<file path="src/rtl/quad_pkg.sv">
// Shared phase constants, step-kind encoding and the phase-transition decode
// used by the quadrature step decoder.
package quad_pkg;

  localparam logic [1:0] PH_00 = 2'b00;
  localparam logic [1:0] PH_01 = 2'b01;
  localparam logic [1:0] PH_11 = 2'b11;
  localparam logic [1:0] PH_10 = 2'b10;

  typedef enum logic [1:0] {
    STEP_NONE = 2'd0,
    STEP_FWD  = 2'd1,
    STEP_REV  = 2'd2,
    STEP_ERR  = 2'd3
  } step_kind_e;

  typedef enum logic [1:0] {
    PRIME_SYNC1 = 2'd0,
    PRIME_SYNC2 = 2'd1,
    PRIME_LOAD  = 2'd2,
    PRIME_RUN   = 2'd3
  } prime_state_e;

  // Forward order is 00->01->11->10->00; reverse is the exact inverse.
  function automatic step_kind_e decode_step(input logic [1:0] prv,
                                             input logic [1:0] cur);
    step_kind_e kind;
    case ({prv, cur})
      {PH_00, PH_01}, {PH_01, PH_11},
      {PH_11, PH_10}, {PH_10, PH_00}: kind = STEP_FWD;
      {PH_00, PH_10}, {PH_10, PH_11},
      {PH_11, PH_01}, {PH_01, PH_00}: kind = STEP_REV;
      {PH_00, PH_11}, {PH_11, PH_00},
      {PH_01, PH_10}, {PH_10, PH_01}: kind = STEP_ERR;
      default:                        kind = STEP_NONE;
    endcase
    return kind;
  endfunction

endpackage

</file>
<file path="src/rtl/quad_sync.sv">
// Per-bit two-flop synchronizer for asynchronous phase pins.
module quad_sync #(
  parameter int WIDTH = 2
) (
  input  logic             clk,
  input  logic             rst,
  input  logic [WIDTH-1:0] d,
  output logic [WIDTH-1:0] q
);

  logic [WIDTH-1:0] meta;

  always_ff @(posedge clk) begin
    if (!rst) begin
      meta <= '0;
      q    <= '0;
    end else begin
      meta <= d;
      q    <= meta;
    end
  end

endmodule

</file>
<file path="src/rtl/quad_decoder.sv">
// Quadrature step decoder: synchronizes A/B, decodes Gray transitions and
// accumulates a wrap-around signed position with step/dir/err flags.
//
// state       | meaning
// PRIME_SYNC1 | first cycle after reset, synchronizer stage 1 filling
// PRIME_SYNC2 | synchronizer stage 2 filling, cur not yet valid
// PRIME_LOAD  | cur valid, prv captures it; no decode yet
// PRIME_RUN   | primed, every prv->cur transition is decoded
module quad_decoder
  import quad_pkg::*;
#(
  parameter int WIDTH = 16
) (
  input  logic             clk,
  input  logic             rst,
  input  logic             a_in,
  input  logic             b_in,
  input  logic             clr,
  output logic [WIDTH-1:0] pos,
  output logic             step,
  output logic             dir,
  output logic             err
);

  localparam logic [WIDTH-1:0] POS_ONE = WIDTH'(1);

  logic [1:0]   cur;
  logic [1:0]   prv;
  step_kind_e   kind;
  prime_state_e prime_st;

  quad_sync #(.WIDTH(2)) u_sync (
    .clk (clk),
    .rst (rst),
    .d   ({a_in, b_in}),
    .q   (cur)
  );

  assign kind = decode_step(prv, cur);

  // Priming waits for the synchronizer to hold real pin levels so the
  // level present at reset release is never taken for a transition.
  always_ff @(posedge clk) begin
    if (!rst) begin
      prv      <= PH_00;
      prime_st <= PRIME_SYNC1;
      pos      <= '0;
      step     <= 1'b0;
      dir      <= 1'b0;
      err      <= 1'b0;
    end else begin
      prv  <= cur;
      step <= 1'b0;

      case (prime_st)
        PRIME_SYNC1: prime_st <= PRIME_SYNC2;
        PRIME_SYNC2: prime_st <= PRIME_LOAD;
        PRIME_LOAD:  prime_st <= PRIME_RUN;
        default:     prime_st <= PRIME_RUN;
      endcase

      if (clr) begin
        pos <= '0;
        err <= 1'b0;
      end else if (prime_st == PRIME_RUN) begin
        case (kind)
          STEP_FWD: begin
            pos  <= pos + POS_ONE;
            dir  <= 1'b0;
            step <= 1'b1;
          end
          STEP_REV: begin
            pos  <= pos - POS_ONE;
            dir  <= 1'b1;
            step <= 1'b1;
          end
          STEP_ERR: err <= 1'b1;
          default: ;
        endcase
      end
    end
  end

endmodule

</file>
<file path="config.mk">
export PLATFORM = sky130hd
export DESIGN_NAME = quad_decoder
export DESIGN_NICKNAME = d
export VERILOG_FILES = /design/src/rtl/quad_pkg.sv /design/src/rtl/quad_sync.sv /design/src/rtl/quad_decoder.sv
export SDC_FILE = /design/constraint.sdc
export NUM_CORES = 1
export LEC_CHECK = 0
export ABC_AREA = 1
export CAP_MARGIN = 10
export CORE_ASPECT_RATIO = 0.7
export CORE_MARGIN = 1.5
export CORE_UTILIZATION = 32
export CTS_BUF_LIST = sky130_fd_sc_hd__clkbuf_8
export CTS_CLUSTER_SIZE = 16
export DETAILED_ROUTE_END_ITERATION = 8
export GPL_TIMING_DRIVEN = 0
export SETUP_SLACK_MARGIN = 0.1
export SYNTH_ARGS = -nofsm -noshare
export SYNTH_HDL_FRONTEND = slang
export SYNTH_HIERARCHICAL = 1
export SYNTH_SLANG_ARGS = --single-unit
</file>
<file path="constraint.sdc">
create_clock -name clk -period 3.1 [get_ports clk]
set_input_delay 0.62 -clock clk [delete_from_list [all_inputs] [get_ports clk]]
set_output_delay 0.62 -clock clk [all_outputs]
set_load 0.05 [all_outputs]
</file>
==> results.sh <==
export IMPL_floorplan_die_width_microns=98.5
export IMPL_postSynthRegisterBits=27
export IMPL_rows=24
export IMPL_maxClockFrequency_mhz=363
export IMPL_portBuffers=23
export IMPL_synth_distinct_cells=31
export IMPL_min_to="u_sync/q[1]"
export IMPL_grt_pass1_wl_microns=9190
export IMPL_finalCritPeriodShare=0.889
export IMPL_minimum_period_implied_by_the_final_worst_setup_slack_ps=2760
export IMPL_drt_wl_total_microns=5450
export IMPL_number_of_hold_slack_violations_in_the_final_timing_report=0
export IMPL_timing_hold_worst_class="reg2reg"
export IMPL_multiInputGateArea_sq_um=1180
export IMPL_synth_nets=361
export IMPL_cpMaxStageDelayCell="sky130_fd_sc_hd__dfxtp_2"
export IMPL_rsz_0062_raised_after_global_routing="no"
export IMPL_gr_total_overflow=0
export IMPL_cpMostUsedCell="sky130_fd_sc_hd__nand2_1"
export IMPL_synth_area_sq_um=2040
export IMPL_drt_drc_violations_left=0
export IMPL_post_synth_mux_area_share=0
export IMPL_finish_net_count=390
export IMPL_n_antenna_cell=0
export IMPL_worst_r2r_startpoint="prv[0]"
export IMPL_grt_max_degree=18
export IMPL_global_route_usage_total=0.166
export IMPL_worstSetupPathType="reg2reg"
export IMPL_place_inst=453
export IMPL_worst_slew_pin_transition_ps=570
export IMPL_max_slew_margin_rel=0.620
export IMPL_synth_compound_gate_area_share=0.135
export IMPL_drive_gt1_frac=0.0947
export IMPL_cts_hold_repair_buffers=0
export IMPL_core_region_area_sq_um=6190
export IMPL_die_height_microns=69.8
export IMPL_setup_worst_path_end_class="flip-flop"
export IMPL_finalWeightedCongestion=0.920
export IMPL_ctsHtreeMaxLevel=1
export IMPL_num_vias=2115
export IMPL_worst_path_dominant_cell_family="simple AND/OR/NAND/NOR gates"
export IMPL_reg2reg_slack_ps=340
export IMPL_first_global_vias=1904
export IMPL_power_leakage_uw=0.00125
export IMPL_worst_path_buf_inv=6
export IMPL_crit_path_cell_trace="nor2_1, inv_1, a21oi_1, a21oi_2, ha_2, buf_4, inv_2, buf_6, nand2_1, nand2_1, inv_1, ha_1, a21oi_2, nand3b_1, nand2_1, nand2_1, nand2_1, nand2_1, nand3_1, nand2_1, inv_1"
export IMPL_timing_hold_worst_path_depth=2
export IMPL_worstReg2RegEnd="pos[14]"
export IMPL_totalNegativeSetupSlack_ps=0
export IMPL_timing_critical_path_fanout_max=10
export IMPL_tritoncts="yes"
export IMPL_yosys_area_share_xor_xnor=0.0423
export IMPL_layout_cells_non_filler=458
export IMPL_avgRoutedWirePerCell_microns=11.9
export IMPL_reg2regPathDepth=21
export IMPL_hold_start="u_sync/meta[1]"
export IMPL_timing_critical_path_from="prv[0]"
export IMPL_drtIter0Drc=150
export IMPL_final_core_utilization=0.395
export IMPL_worst_path_largest_cell_delay_ps=360
export IMPL_vdd_ir_drop_worst_mv=0.201
export IMPL_cts_root_buf="sky130_fd_sc_hd__clkbuf_8"
export IMPL_dp_final_hpwl_microns=4160
export IMPL_route_detailed_vias_per_inst=4.62
export IMPL_fill_cells=684
export IMPL_synth_simple_area_share=0.369
export IMPL_final_count_of_pins_violating_max_slew=0
export IMPL_maxCapViolations=0
export IMPL_worst_clock_skew_ps=4.40
export IMPL_post_synthesis_share_of_cell_area_spent_on_full_adders_half_adders_and_majority_gates=0.0245
export IMPL_postSynthAreaPerCell_sq_um=5.80
export IMPL_power_per_cell_area_nw_per_um2=307
export IMPL_yosysWarningCount=6
export IMPL_cts_sinks=27
export IMPL_clkSlewWorstSetupHoldPaths_ps=110
export IMPL_floorplan_initialDensity=0.330
export IMPL_max_clock_path_buffers=2
export IMPL_drt_pass1_iter_count=4
export IMPL_cp_data_required_time_ps=3300
export IMPL_finalSetupViolations=0
export IMPL_syn_to_final_growth_pct=19.8
export IMPL_number_of_antenna_violations_at_the_first_check_in_global_routing=0
export IMPL_postSynthCellCount=352
export IMPL_cts_buffers=3
export IMPL_fp_dieArea_sq_um=6880
export IMPL_worst_setup_path_start_kind="flip-flop"
export IMPL_floorplan_io_pins=24
export IMPL_fin_total_pwr_uw=752
export IMPL_main_combinational_cell_family_by_area_after_synthesis="simple AND/OR/NAND/NOR gates"
export IMPL_clk_latency_ps=290
export IMPL_area_sequential_sq_um=542
export IMPL_worst_endpoint_arrival_ps=2960
export IMPL_ant_nets=0
export IMPL_yosysSeqAreaShare=0.265
export IMPL_status="finished, final reports clean"
how the worst max path moves through the flow:
stage | endpoint | depth (start not counted)
3_3_place_gp | pos[14] | 19
6_report | pos[14] | 21
2_1_floorplan | pos[14] | 19
3_5_place_dp | pos[14] | 19
5_1_grt | pos[14] | 19
4_1_cts | pos[14] | 19
what timing repair did:
action	4_1_cts	5_1_grt
resized for setup	0	5
buffers inserted	0	1
endpoints found under the setup margin	0	6
tightest hold or removal path: stages, from the launching register on:
cell and delay [ps]:
sky130_fd_sc_hd__dfxtp_1 310, sky130_fd_sc_hd__nand2_1 50, sky130_fd_sc_hd__inv_1 30
cells in the final DEF (no fill, tap or decap), drive strengths merged:
cell type / synthesis / final
nand2: 116 / 116
inv: 75 / 76
a21oi: 36 / 36
nor2: 33 / 33
dfxtp: 27 / 27
nand3: 23 / 23
clkdlybuf4s50: 0 / 23
o21ai: 9 / 9
clkbuf: 4 / 7
xor2: 6 / 6
buf: 4 / 5
ha: 4 / 4
xnor2: 3 / 3
nand3b: 2 / 2
a31oi: 2 / 2
a32oi: 1 / 1
a211oi: 1 / 1
o21a: 1 / 1
clkinv: 1 / 1
or2: 1 / 1
o21bai: 1 / 1
and2: 1 / 1
nand4: 1 / 1
routing by layer:
metal / global-route usage / vias up / routed length [microns]
met2: 0.246 / 47 / 2230
met1: 0.251 / 943 / 2850
li1: - / 1123 / -
met5: 0 / - / 0
met4: 0.0188 / 0 / 24
met3: 0.0393 / 2 / 337
sequential cells by signal, indices dropped and copies added, names as in the netlist:
register,count
prime_st,2
prv,2
dir,1
step,1
err,1
pos,16
u_sync/meta,2
u_sync/q,2
cell families (layout without fill, tap and decap cells):
logic type      Yosys count  count (layout)
xor+xnor                  9               9
simple gates            177             177
fa+ha+maj                 4               4
compound gates           51              51
flops                    27              27
buf+inv                  84             112
per-stage QoR:
step / hold WS (ps) / area, sq um / setup slack (ps)
global route: 450 / 2450 / 93.9
CTS: 425 / 2420 / 133
finish: 422 / 2450 / 344
floorplan: 386 / 2040 / 621
global placement: 388 / 2370 / 218
detailed placement: 401 / 2370 / 161
area by class of cell:
cell class                 count  area share
multi-input combinational    241       0.484
sequential                    27       0.221
tap                           78      0.0399
buffer                         8      0.0205
clock inverter                 1     0.00358
inverter                      76       0.117
timing repair buffer          24      0.0972
clock buffer                   3      0.0169
power breakdown:
| part | switching, uW | internal, uW | total [uW] | leakage (uW) |
|---|---|---|---|---|
| logic | 108 | 53.2 | 161 | 0.00100 |
| registers | 7.17 | 356 | 363 | 0.000220 |
| clock network | 133 | 94.9 | 228 | 0.0000261 |
synth_stat cells:
cell type,number,area share
sky130_fd_sc_hd__ha_1,4,0.025
sky130_fd_sc_hd__o21ai_0,7,0.017
sky130_fd_sc_hd__nor2_4,1,0.0055
sky130_fd_sc_hd__a32oi_1,1,0.0043
sky130_fd_sc_hd__o21ai_2,1,0.0043
sky130_fd_sc_hd__nand3_1,23,0.056
sky130_fd_sc_hd__dfxtp_1,27,0.26
sky130_fd_sc_hd__nand4_1,1,0.0031
sky130_fd_sc_hd__xor2_1,5,0.021
sky130_fd_sc_hd__o21a_1,1,0.0037
sky130_fd_sc_hd__buf_2,1,0.0024
sky130_fd_sc_hd__inv_1,73,0.13
sky130_fd_sc_hd__or2_2,1,0.0031
sky130_fd_sc_hd__a21oi_1,36,0.088
sky130_fd_sc_hd__xor2_2,1,0.0080
sky130_fd_sc_hd__o21bai_2,1,0.0055
sky130_fd_sc_hd__nand2_2,9,0.028
sky130_fd_sc_hd__o21ai_1,1,0.0024
sky130_fd_sc_hd__nand3b_1,2,0.0074
sky130_fd_sc_hd__clkinv_1,1,0.0018
sky130_fd_sc_hd__and2_1,1,0.0031
sky130_fd_sc_hd__a211oi_1,1,0.0037
sky130_fd_sc_hd__a31oi_1,2,0.0061
sky130_fd_sc_hd__nor2_2,6,0.018
sky130_fd_sc_hd__nand2_1,107,0.20
sky130_fd_sc_hd__inv_2,2,0.0037
sky130_fd_sc_hd__clkbuf_1,4,0.0074
sky130_fd_sc_hd__nor2_1,26,0.048
sky130_fd_sc_hd__xnor2_1,3,0.013
sky130_fd_sc_hd__buf_6,2,0.011
sky130_fd_sc_hd__buf_4,1,0.0037
Power figures use the tool's default switching activity.
